### config.mk
export PLATFORM = sky130hd
export DESIGN_NAME = fetch_unit
export DESIGN_NICKNAME = d
export VERILOG_FILES = /design/src/rtl/fetch_unit.sv
export SDC_FILE = /design/constraint.sdc
export NUM_CORES = 1
export LEC_CHECK = 0
export ABC_AREA = 0
export BUFFER_PORTS_ARGS = -buffer_cell sky130_fd_sc_hd__buf_2
export CORE_ASPECT_RATIO = 2
export CORE_MARGIN = 4
export CORE_UTILIZATION = 46
export DETAILED_ROUTE_END_ITERATION = 7
export GPL_ROUTABILITY_DRIVEN = 0
export PLACE_DENSITY = 0.74
export SLEW_MARGIN = 0
export SYNTH_ARGS = -nofsm -noshare
export SYNTH_HDL_FRONTEND = slang
export SYNTH_SLANG_ARGS = --single-unit
### constraint.sdc
create_clock -name Clk -period 1.7 [get_ports Clk]
set_input_delay 0.17 -clock Clk [delete_from_list [all_inputs] [get_ports Clk]]
set_output_delay 0.17 -clock Clk [all_outputs]
set_load 0.02 [all_outputs]
### src/rtl/fetch_unit.sv
// -----------------------------------------------------------------------------
// fetch_unit
//
// Instruction fetch/hold stage between the instruction RAM port and the
// controller. Owns the program counter, a one-word fetch buffer and the
// instruction register (IR). It decodes the IR into opcode and register
// fields, and keeps status flags plus a saturating retired-instruction count.
//
// Ports:
//   Clk            in   clock; all state updates on the rising edge
//   Reset          in   synchronous, active-high reset (overrides all strobes)
//   PC_Clr         in   clear PC to 0; also clears Halted and PC_Wrap
//   PC_Load        in   jump: PC <= zero-extended Dest_Reg of the current IR
//   PC_Inc         in   PC <= PC + 1 (mod 2^ADDR_WIDTH); bumps Inst_Count
//   IR_Load        in   copy the fetch buffer into the IR
//   Ram_Inst_Read  in   capture Ram_Inst_In into the fetch buffer
//   Ram_Inst_In    in   instruction word read from RAM at PC_Out
//   PC_Out         out  current PC (RAM instruction address)
//   Opcode         out  IR[15:12]
//   Dest_Reg       out  IR[11:8]
//   Source_Reg1    out  IR[7:4]
//   Source_Reg2    out  IR[3:0]
//   Illegal_Op     out  IR holds an opcode above MUL (7)
//   Halted         out  IR holds DONE (0)
//   PC_Wrap        out  sticky: an increment took the PC from all-ones to 0
//   Inst_Count     out  saturating count of cycles with PC_Inc asserted
// -----------------------------------------------------------------------------
module fetch_unit #(
  parameter int OPCODE_WIDTH   = 4,
  parameter int REG_ADDR_WIDTH = 4,
  parameter int ADDR_WIDTH     = 8,
  parameter int INST_WIDTH     = OPCODE_WIDTH + 3 * REG_ADDR_WIDTH
) (
  input  logic                      Clk,
  input  logic                      Reset,
  input  logic                      PC_Clr,
  input  logic                      PC_Load,
  input  logic                      PC_Inc,
  input  logic                      IR_Load,
  input  logic                      Ram_Inst_Read,
  input  logic [INST_WIDTH-1:0]     Ram_Inst_In,
  output logic [ADDR_WIDTH-1:0]     PC_Out,
  output logic [OPCODE_WIDTH-1:0]   Opcode,
  output logic [REG_ADDR_WIDTH-1:0] Dest_Reg,
  output logic [REG_ADDR_WIDTH-1:0] Source_Reg1,
  output logic [REG_ADDR_WIDTH-1:0] Source_Reg2,
  output logic                      Illegal_Op,
  output logic                      Halted,
  output logic                      PC_Wrap,
  output logic [15:0]               Inst_Count
);

  // Opcodes with meaning to this stage; MUL is the highest legal code.
  localparam logic [OPCODE_WIDTH-1:0] OP_DONE = '0;
  localparam logic [OPCODE_WIDTH-1:0] OP_MUL  = OPCODE_WIDTH'(7);

  localparam logic [ADDR_WIDTH-1:0] PC_MAX = '1;

  logic [INST_WIDTH-1:0]   fetch_buf;
  logic [INST_WIDTH-1:0]   ir;
  logic [OPCODE_WIDTH-1:0] buf_opcode;
  logic [ADDR_WIDTH-1:0]   jump_target;
  logic                    inc_effective;

  assign buf_opcode  = fetch_buf[INST_WIDTH-1 -: OPCODE_WIDTH];
  assign jump_target = ADDR_WIDTH'(Dest_Reg);

  // An increment only takes effect when neither clear nor jump overrides it.
  assign inc_effective = PC_Inc && !PC_Clr && !PC_Load;

  // NOTE: sequential state uses non-blocking assignments so every register
  // samples pre-edge values; this is what lets a simultaneous IR_Load and
  // PC_Load jump to the old Dest_Reg, and the IR take the old buffer word.
  always_ff @(posedge Clk) begin
    if (Reset) begin
      PC_Out     <= '0;
      fetch_buf  <= '0;
      ir         <= '0;
      Illegal_Op <= 1'b0;
      Halted     <= 1'b0;
      PC_Wrap    <= 1'b0;
      Inst_Count <= '0;
    end else begin
      // Program counter, priority clear > jump > increment.
      if (PC_Clr) begin
        PC_Out <= '0;
      end else if (PC_Load) begin
        PC_Out <= jump_target;
      end else if (PC_Inc) begin
        PC_Out <= PC_Out + 1'b1;
      end

      if (PC_Clr) begin
        PC_Wrap <= 1'b0;
      end else if (inc_effective && (PC_Out == PC_MAX)) begin
        PC_Wrap <= 1'b1;
      end

      if (Ram_Inst_Read) begin
        fetch_buf <= Ram_Inst_In;
      end

      if (IR_Load) begin
        ir         <= fetch_buf;
        Illegal_Op <= (buf_opcode > OP_MUL);
      end

      // Clear wins over a same-cycle load of DONE.
      if (PC_Clr) begin
        Halted <= 1'b0;
      end else if (IR_Load) begin
        Halted <= (buf_opcode == OP_DONE);
      end

      // Counts every PC_Inc strobe, even one overridden by clear or jump.
      if (PC_Inc && (Inst_Count != 16'hFFFF)) begin
        Inst_Count <= Inst_Count + 16'd1;
      end
    end
  end

  assign Opcode      = ir[INST_WIDTH-1 -: OPCODE_WIDTH];
  assign Dest_Reg    = ir[3*REG_ADDR_WIDTH-1 -: REG_ADDR_WIDTH];
  assign Source_Reg1 = ir[2*REG_ADDR_WIDTH-1 -: REG_ADDR_WIDTH];
  assign Source_Reg2 = ir[REG_ADDR_WIDTH-1:0];

endmodule

## After elaboration in Yosys (flattened, before gate mapping)

Index checks and enable logic that the tools add are counted.
W data, S select, Z words.

- Add/subtract/negate cells: 2
- Magnitude comparators: 1
- Equal/unequal tests: 2
- Mux-type cells: 2
- Reduce and logical (&&, ||, !) cells: 10

Operator list:

| kind | count |
|---|---|
| $add A16 B1 Y16 const B | 1 |
| $ne A16 B16 Y1 const B | 1 |
| $add A8 B1 Y8 const B | 1 |
| $eq A8 B8 Y1 const B | 1 |
| $mux W4 | 2 |
| $gt A4 B3 Y1 const B | 1 |
| $logic_and A1 B1 Y1 | 4 |
| $logic_not A4 Y1 | 1 |
| $reduce_or A3 Y1 | 1 |
| $logic_not A1 Y1 | 2 |
| $reduce_bool A2 Y1 | 1 |
| $reduce_or A2 Y1 | 1 |

- Flip-flop bits (word level): 59
- Input bits: 23
- Output and inout bits: 43
- Logic and storage cells: 25

## Longest topological paths before layout

Gate-level depths: netlist of the first run.

- Depth after elaboration: 4
- Mapped depth: 5
- Gate-level depth less buffers: 5

## Least setup slack after synthesis of the first run

No wires, ideal clock.

- Kind: flip-flop to flip-flop
- From: reg Inst_Count[4]
- To: reg Inst_Count[15]
- Library setup time: 0.123 ns
- Data arrival time: 1.673 ns
- Required time: 1.577 ns
- Setup slack: -0.096 ns
- Stages on the path, launching flop included: 5
- Buffers on the path: 0
- Period minus slack after synthesis: 1.796 ns
- Cell sequence: dfxtp_1 nand4_2 nor4_2 nor4b_2 mux2_1

- Word-level cells in the longest chain between the ends: 2
- Elaborated cells on any way between the ends: 3
- Those cells by class: add/sub: 1; eq/ne: 1; reduce/logical: 1

RTL lines:

| what | line | RTL |
|---|---|---|
| start, declared | 50 | `output logic [15:0] Inst_Count` |
| start signal, assigned | 117 | `Inst_Count <= Inst_Count + 16'd1;` |
| parallel branches: the longest is 2 deep, another holds $add A16 B1 Y16 | -- |  |

Several ways; the timed one is not identified.
A chain may end at the register's enable or synchronous reset.

## Final worst setup path of the first run

- From: reg Inst_Count[0]
- To: reg Inst_Count[6]

The elaborated chain is that of the path after synthesis.

==> impl_metrics.toml, run 1 <==
[outcome]
result_of_the_run = "complete, no violations"

[global_route]
grtUsageMet3_pct = 5.497
antenna_found_initial = 0
grtUsageMet1_pct = 18.84
top_usage_layer = "met2"
grt_first_pass_wirelength_microns = 9466
met2_usage_pct = 31.41
grt_start_max_net_pins = 40
grt-ovfl-total = 0
globalRouteTotalUtil_pct = 18.30
grt_pass1_vias = 2130

[worst_setup_path]
crit_slowest_cell = "dfxtp_1"
element_type_at_the_critical_path_start = "flop"
crit_fanout = 5
endpoint_kind = "flop"
crit_path_max_incr_delay_ns = 0.36
worst_ep_required_time_ns = 1.95
timing.critical_path.arrival_ns = 1.84
cp_cell_sequence = "ha_2 > and4_1 > o31ai_1 > buf_4 > or3_1 > a21oi_1"
worst_path_dominant_cell_family = "simple AND/OR/NAND/NOR gates"
critical_path_class = "reg2reg"
critPathBufInv = 1

[synth]
synthesis.area_per_instance_sq_um = 9.497
post_synth_num_cell_types = 34
yosysWarnings = 0
post_synthesis_sequential_area_ratio_pct = 48.96
synth_fp_nets = 279
mappedNetlistArea_sq_um = 2412
synth_seq_cells = 59
synth_compound_gate_area_share_pct = 7.054
yosys.area_share.adder_pct = 1.037
yosys.area_share.xor_xnor_pct = 3.268
synthesis.instances = 254
post_synth_simple_gate_area_pct = 21.94
muxShareOfSynthArea_pct = 15.40
main_combinational_cell_family_by_area_after_synthesis = "simple AND/OR/NAND/NOR gates"

[run]
max_cap_viol_count = 0

[sta]
fin_worst_skew_ns = 0.004830
report.final.hold_viol_count = 0
min_period_over_period_pct = 93.55
setup-tns-final_ns = 0
slew_headroom_pct = 65.15
final_number_of_max_transition_violations = 0
achievable-frequency_ghz = 0.6288
final_period_minus_worst_setup_slack_ns = 1.590
grt_setup_unrepaired = "false"
worst_margin_pin_slew_ns = 0.5227
finalSetupViolCount = 0

[finish]
nets = 359
sequential_area_sq_um = 1189
multiInputGateArea_sq_um = 1186
layout.cells.most_common_list = "buf_2 (65), dfxtp_1 (53), nor2_1 (49), mux2i_1 (36), buf_4 (16)"
antenna_cells = 0
final_common_cell = "buf_2"
instances_no_fill = 396
area_growth_pct = 29.25
layout-drive-gt1-share_pct = 32.54
final.fill_count = 465

[die]
boundaryPins = 66
initial_utilization_pct = 46.94
fp.dieArea_sq_um = 6537
die_w_microns = 59.21
row_count = 37
die_boundary_height_microns = 110.4
floorplan.core_area_sq_um = 5139

[detailed_routing]
viasPerCell = 5.308
wire_per_inst_microns = 13.53
dr.pass1.iters = 4
overall_via_count_from_detail_route = 2102
drtAntennaViolNets = 0
number_of_remaining_drc_errors = 0
finalWirelength_microns = 5359
detail_route.iter0.violations = 77

[clocking]
cts_sinks = 59
clock-root-buffer = "clkbuf_8"
cts_max_level = 3
cts_made_buffers = 9
tritoncts = "built"
clock_tree.buffer_depth = 2
clkSlewWorstSetupHoldPaths_ns = 0.06
clock_insertion_delay_worst_skew_ns = 0.33

[worst_hold_path]
worst_hold_path_type = "in2reg"

[place]
numPortBuffers = 65
placedCellCount = 380
hpwlAfterDp_microns = 4035

[pwr]
ir_drop_v = 0.0006496
power_per_cell_area_nw_per_um2 = 946.3
leakage_power_nw = 1.426
state kept, by name (all words and copies together) (netlist names):
name / count
PC_Wrap: 1
Inst_Count: 16
Halted: 1
Illegal_Op: 1
fetch_buf: 16
PC_Out: 8
ir: 16
cells by family (layout without fill, tap and decap cells):
family	after synthesis	after routing
adders and majority gates	2	2
muxes	37	37
and+or+nand+nor	105	105
AOI/OAI and AO/OA	28	28
DFF	59	59
buffers and inverters	14	98
xor gates and xnor gates	9	9
what timing repair did:
action / 4_1_cts / 5_1_grt
hold endpoints to repair: 0 / 0
setup endpoints to repair: 0 / 10
hold buffers: 0 / 0
gates resized for setup: 0 / 4
buffers inserted: 0 / 1
cells in the mapped netlist:
library cell,number,share of area [%]
mux2_1,1,0.47
o21ai_1,1,0.21
clkbuf_1,9,1.4
o31ai_1,4,1.2
nand3_1,7,1.5
nor4_2,2,1.0
and4_1,3,1.1
nand2b_1,2,0.52
or2_0,1,0.26
and3_1,1,0.26
nor4b_2,1,0.62
nor3_1,10,2.1
nand2_1,11,1.7
o41ai_2,1,0.67
o21ai_0,4,0.83
inv_1,1,0.16
buf_2,3,0.62
buf_1,1,0.16
o211ai_1,1,0.31
dfxtp_1,59,49
or3_1,7,1.8
mux2i_1,36,15
nand4_2,2,1.0
xnor2_1,5,1.8
a211oi_1,2,0.62
xor2_1,4,1.5
nor2_1,49,7.6
nor4_1,1,0.26
or4_1,2,0.62
ha_1,2,1.0
a21oi_1,14,2.9
a31oi_1,1,0.26
nand4_1,5,1.3
nor2b_1,1,0.26
final timing paths:
path	from	endpoint	slack [ns]	cells after the start
min reg2reg	Illegal_Op$_SDFFE_PP0P_	Illegal_Op$_SDFFE_PP0P_	0.47	2
min	Ram_Inst_In[15]	fetch_buf[15]$_SDFFE_PP0P_	0.07	3
max	Inst_Count[0]$_SDFFE_PP0P_	Inst_Count[6]$_SDFFE_PP0P_	0.11	6
max reg2reg	Inst_Count[0]$_SDFFE_PP0P_	Inst_Count[6]$_SDFFE_PP0P_	0.11	6
per-layer routing:
metal | vias to the layer above | wire length, microns
met3 | 11 | 324
met4 | 0 | 119
met1 | 970 | 1932
met2 | 62 | 2982
li1 | 1059 | -
met5 | - | 0
worst reg2reg max path, stage by stage, from the launching register on:
cell     delay, ns
dfxtp_1       0.36
ha_2          0.22
and4_1        0.25
o31ai_1       0.09
buf_4         0.15
or3_1         0.31
a21oi_1       0.14
stage by stage:
step / instance area, sq um / worst slack [ns] / hold WS, ns / utilization [%] / power [mW]
after global placement: 2895 / 0.1383 / 0.4040 / 56.34 / 1.705
after CTS: 3097 / 0.06166 / 0.06399 / 60.26 / 2.988
final: 3118 / 0.1096 / 0.07211 / 60.68 / 2.951
after global routing: 3118 / 0.0006581 / 0.07505 / 60.68 / 3.088
after floorplan: 2417 / 0.03708 / 0.2493 / - / 1.628
after detailed placement: 2895 / 0.09539 / 0.4114 / 56.34 / 1.710
power breakdown:
group | switching [mW] | internal (mW)
Combinational | 0.125 | 0.0971
Clock | 0.528 | 0.745
Sequential | 0.0276 | 1.43
cell type report:
| type | instances | share of cell area (%) |
|---|---|---|
| clock inverters | 4 | 1.605 |
| inverters | 1 | 0.1204 |
| clock buffers | 11 | 4.856 |
| well taps | 58 | 2.327 |
| multi-input cells | 181 | 38.04 |
| repair buffers | 82 | 14.93 |
| flip-flops and latches | 59 | 38.12 |
Note: power is estimated with default switching activity, not from simulation.
==> inputs of run 2 (changes only) <==
CORE_UTILIZATION = 53   (was 46)
PLACE_DENSITY = 0.81   (was 0.74)
clock period = 1.9 ns   (was 1.7 ns; I/O delays follow)
==> run 2 against run 1 <==
Routed wire length grew 2.2%. Design area shrank 4.6%. Register-to-register slack gained 0.05 ns. Die area shrank 12%. Flip-flop and latch count is the same. Critical path depth shrank 2. Sequential power shrank 11%. Clock power shrank 23%. Fmax shrank 8.4%. Global-route usage grew 1.8 points. Combinational power shrank 13%. Critical path type unchanged.
==> impl_metrics.toml, run 2 (same netlist as run 1, synthesis figures left out) <==
[outcome]
result_of_the_run = "complete, no violations"

[sta]
finalSetupViolCount = 0
final_period_minus_worst_setup_slack_ns = 1.736
final_number_of_max_transition_violations = 0
hold_slack_ns = 0.08941
slew_headroom_pct = 65.49
min_period_over_period_pct = 91.39
postLayoutSetupSlackWorst_ns = 0.1636
setup-tns-final_ns = 0
achievable-frequency_ghz = 0.5759
report.final.hold_viol_count = 0
fin_worst_skew_ns = 0.008336
worst_margin_pin_slew_ns = 0.5177

[worst_setup_path]
timing.rr.start = "Inst_Count[5]$_SDFFE_PP0P_"
element_type_at_the_critical_path_start = "flop"
endpoint_kind = "flop"
worst_r2r_endpoint = "Inst_Count[15]$_SDFFE_PP0P_"
timing.critical_path.arrival_ns = 1.95
critical_path_class = "reg2reg"
reg2reg_slack_ns = 0.16
crit_fanout = 7
worst_ep_required_time_ns = 2.11
worst-r2r-cell-count = 4

[pwr]
finalPower_mw = 2.468
power_per_cell_area_nw_per_um2 = 829.6
leakage_power_nw = 1.362
ir_drop_v = 0.0007142

[finish]
fin_area_sq_um = 2975
layout-drive-gt1-share_pct = 27.91
final.fill_count = 360
layout.cells.most_common_list = "buf_2 (65), dfxtp_1 (59), nor2_1 (49), mux2i_1 (36), a21oi_1 (14)"
antenna_cells = 0
share_of_the_core_filled_with_cells_pct = 67.90
instances_no_fill = 380
final_common_cell = "buf_2"
largestRegisters = "Inst_Count: 16 flops, fetch_buf: 16 flops, ir: 16 flops"
nets = 347
area_growth_pct = 23.34

[die]
die_boundary_height_microns = 103.4
floorplan.core_area_sq_um = 4382
row_count = 34
die_w_microns = 55.71
boundaryPins = 66
fp.dieArea_sq_um = 5760
initial_utilization_pct = 55.05

[global_route]
grt-ovfl-total = 0
antenna_found_initial = 0
grt_pass1_vias = 1982
globalRouteTotalUtil_pct = 20.07
grt_first_pass_wirelength_microns = 8956
grt_start_max_net_pins = 24

[place]
detailed_place.area_sq_um = 2790
numPortBuffers = 65
post-place-ws_ns = 0.08695
placedCellCount = 365
hpwlAfterDp_microns = 3971

[worst_hold_path]
worstHoldStart = "Ram_Inst_In[6]"
worstHoldEndpoint = "fetch_buf[6]$_SDFFE_PP0P_"
worst_hold_path_type = "in2reg"
timing.hold.worst_path_depth = 3

[clocking]
cts_sinks = 59
cts_max_level = 3
clock_tree.buffer_depth = 2
cts_made_buffers = 9
clkSlewWorstSetupHoldPaths_ns = 0.07
post_cts_buffers = 0
tritoncts = "built"
clock_insertion_delay_worst_skew_ns = 0.34
clock-root-buffer = "clkbuf_8"

[detailed_routing]
drtAntennaViolNets = 0
detail_route.iter0.violations = 83
wire_per_inst_microns = 14.41
viasPerCell = 5.458
number_of_remaining_drc_errors = 0
overall_via_count_from_detail_route = 2074
dr.pass1.iters = 4
finalWirelength_microns = 5476

[run]
max_cap_viol_count = 0
==> run 2: power by group <==
group / internal [mW] / leakage (nW) / switching [mW]
Clock: 0.493 / 0.0839 / 0.479
Sequential: 1.28 / 0.480 / 0.0262
Combinational: 0.0812 / 0.798 / 0.113
==> run 2: timing repair <==
| action | CTS | global route |
|---|---|---|
| resized for setup | 0 | 2 |
| endpoints found under the setup margin | 0 | 1 |
| hold buffers | 0 | 0 |
==> run 2: per-layer routing <==
metal,vias to the layer above,wire (microns),global-route usage (%)
met5,-,0,0
met4,0,171,13.67
met3,15,268,4.845
met2,59,2962,35.77
met1,969,2074,20.64
li1,1031,-,-
==> run 2: worst max-delay path: stages, from the launching register on <==
cell     delay (ns)
dfxtp_1        0.45
nand4_4        0.20
nor4_4         0.35
nor4b_2        0.26
mux2_1         0.35
==> run 2: layout make-up <==
type                       instances  area (sq um)  share of cell area, %
timing repair buffer              70         362.8                  12.20
clock buffer                      10         137.6                  4.626
inverter                           1         3.754                 0.1262
multi-input combinational        181          1192                  40.08
tap                               54         67.56                  2.271
clock inverter                     5         30.03                  1.009
sequential                        59          1181                  39.70
==> run 2: worst max-delay path by stage <==
stage               cells after the start                       start  slack, ns                          end
floorplan                               4  Inst_Count[4]$_SDFFE_PP0P_       0.10  Inst_Count[15]$_SDFFE_PP0P_
global placement                        4  Inst_Count[5]$_SDFFE_PP0P_       0.18  Inst_Count[15]$_SDFFE_PP0P_
detailed placement                      4  Inst_Count[5]$_SDFFE_PP0P_       0.09  Inst_Count[15]$_SDFFE_PP0P_
CTS                                     4  Inst_Count[5]$_SDFFE_PP0P_       0.07  Inst_Count[15]$_SDFFE_PP0P_
global route                            4  Inst_Count[5]$_SDFFE_PP0P_     -0.006  Inst_Count[15]$_SDFFE_PP0P_
finish                                  4  Inst_Count[5]$_SDFFE_PP0P_       0.16  Inst_Count[15]$_SDFFE_PP0P_
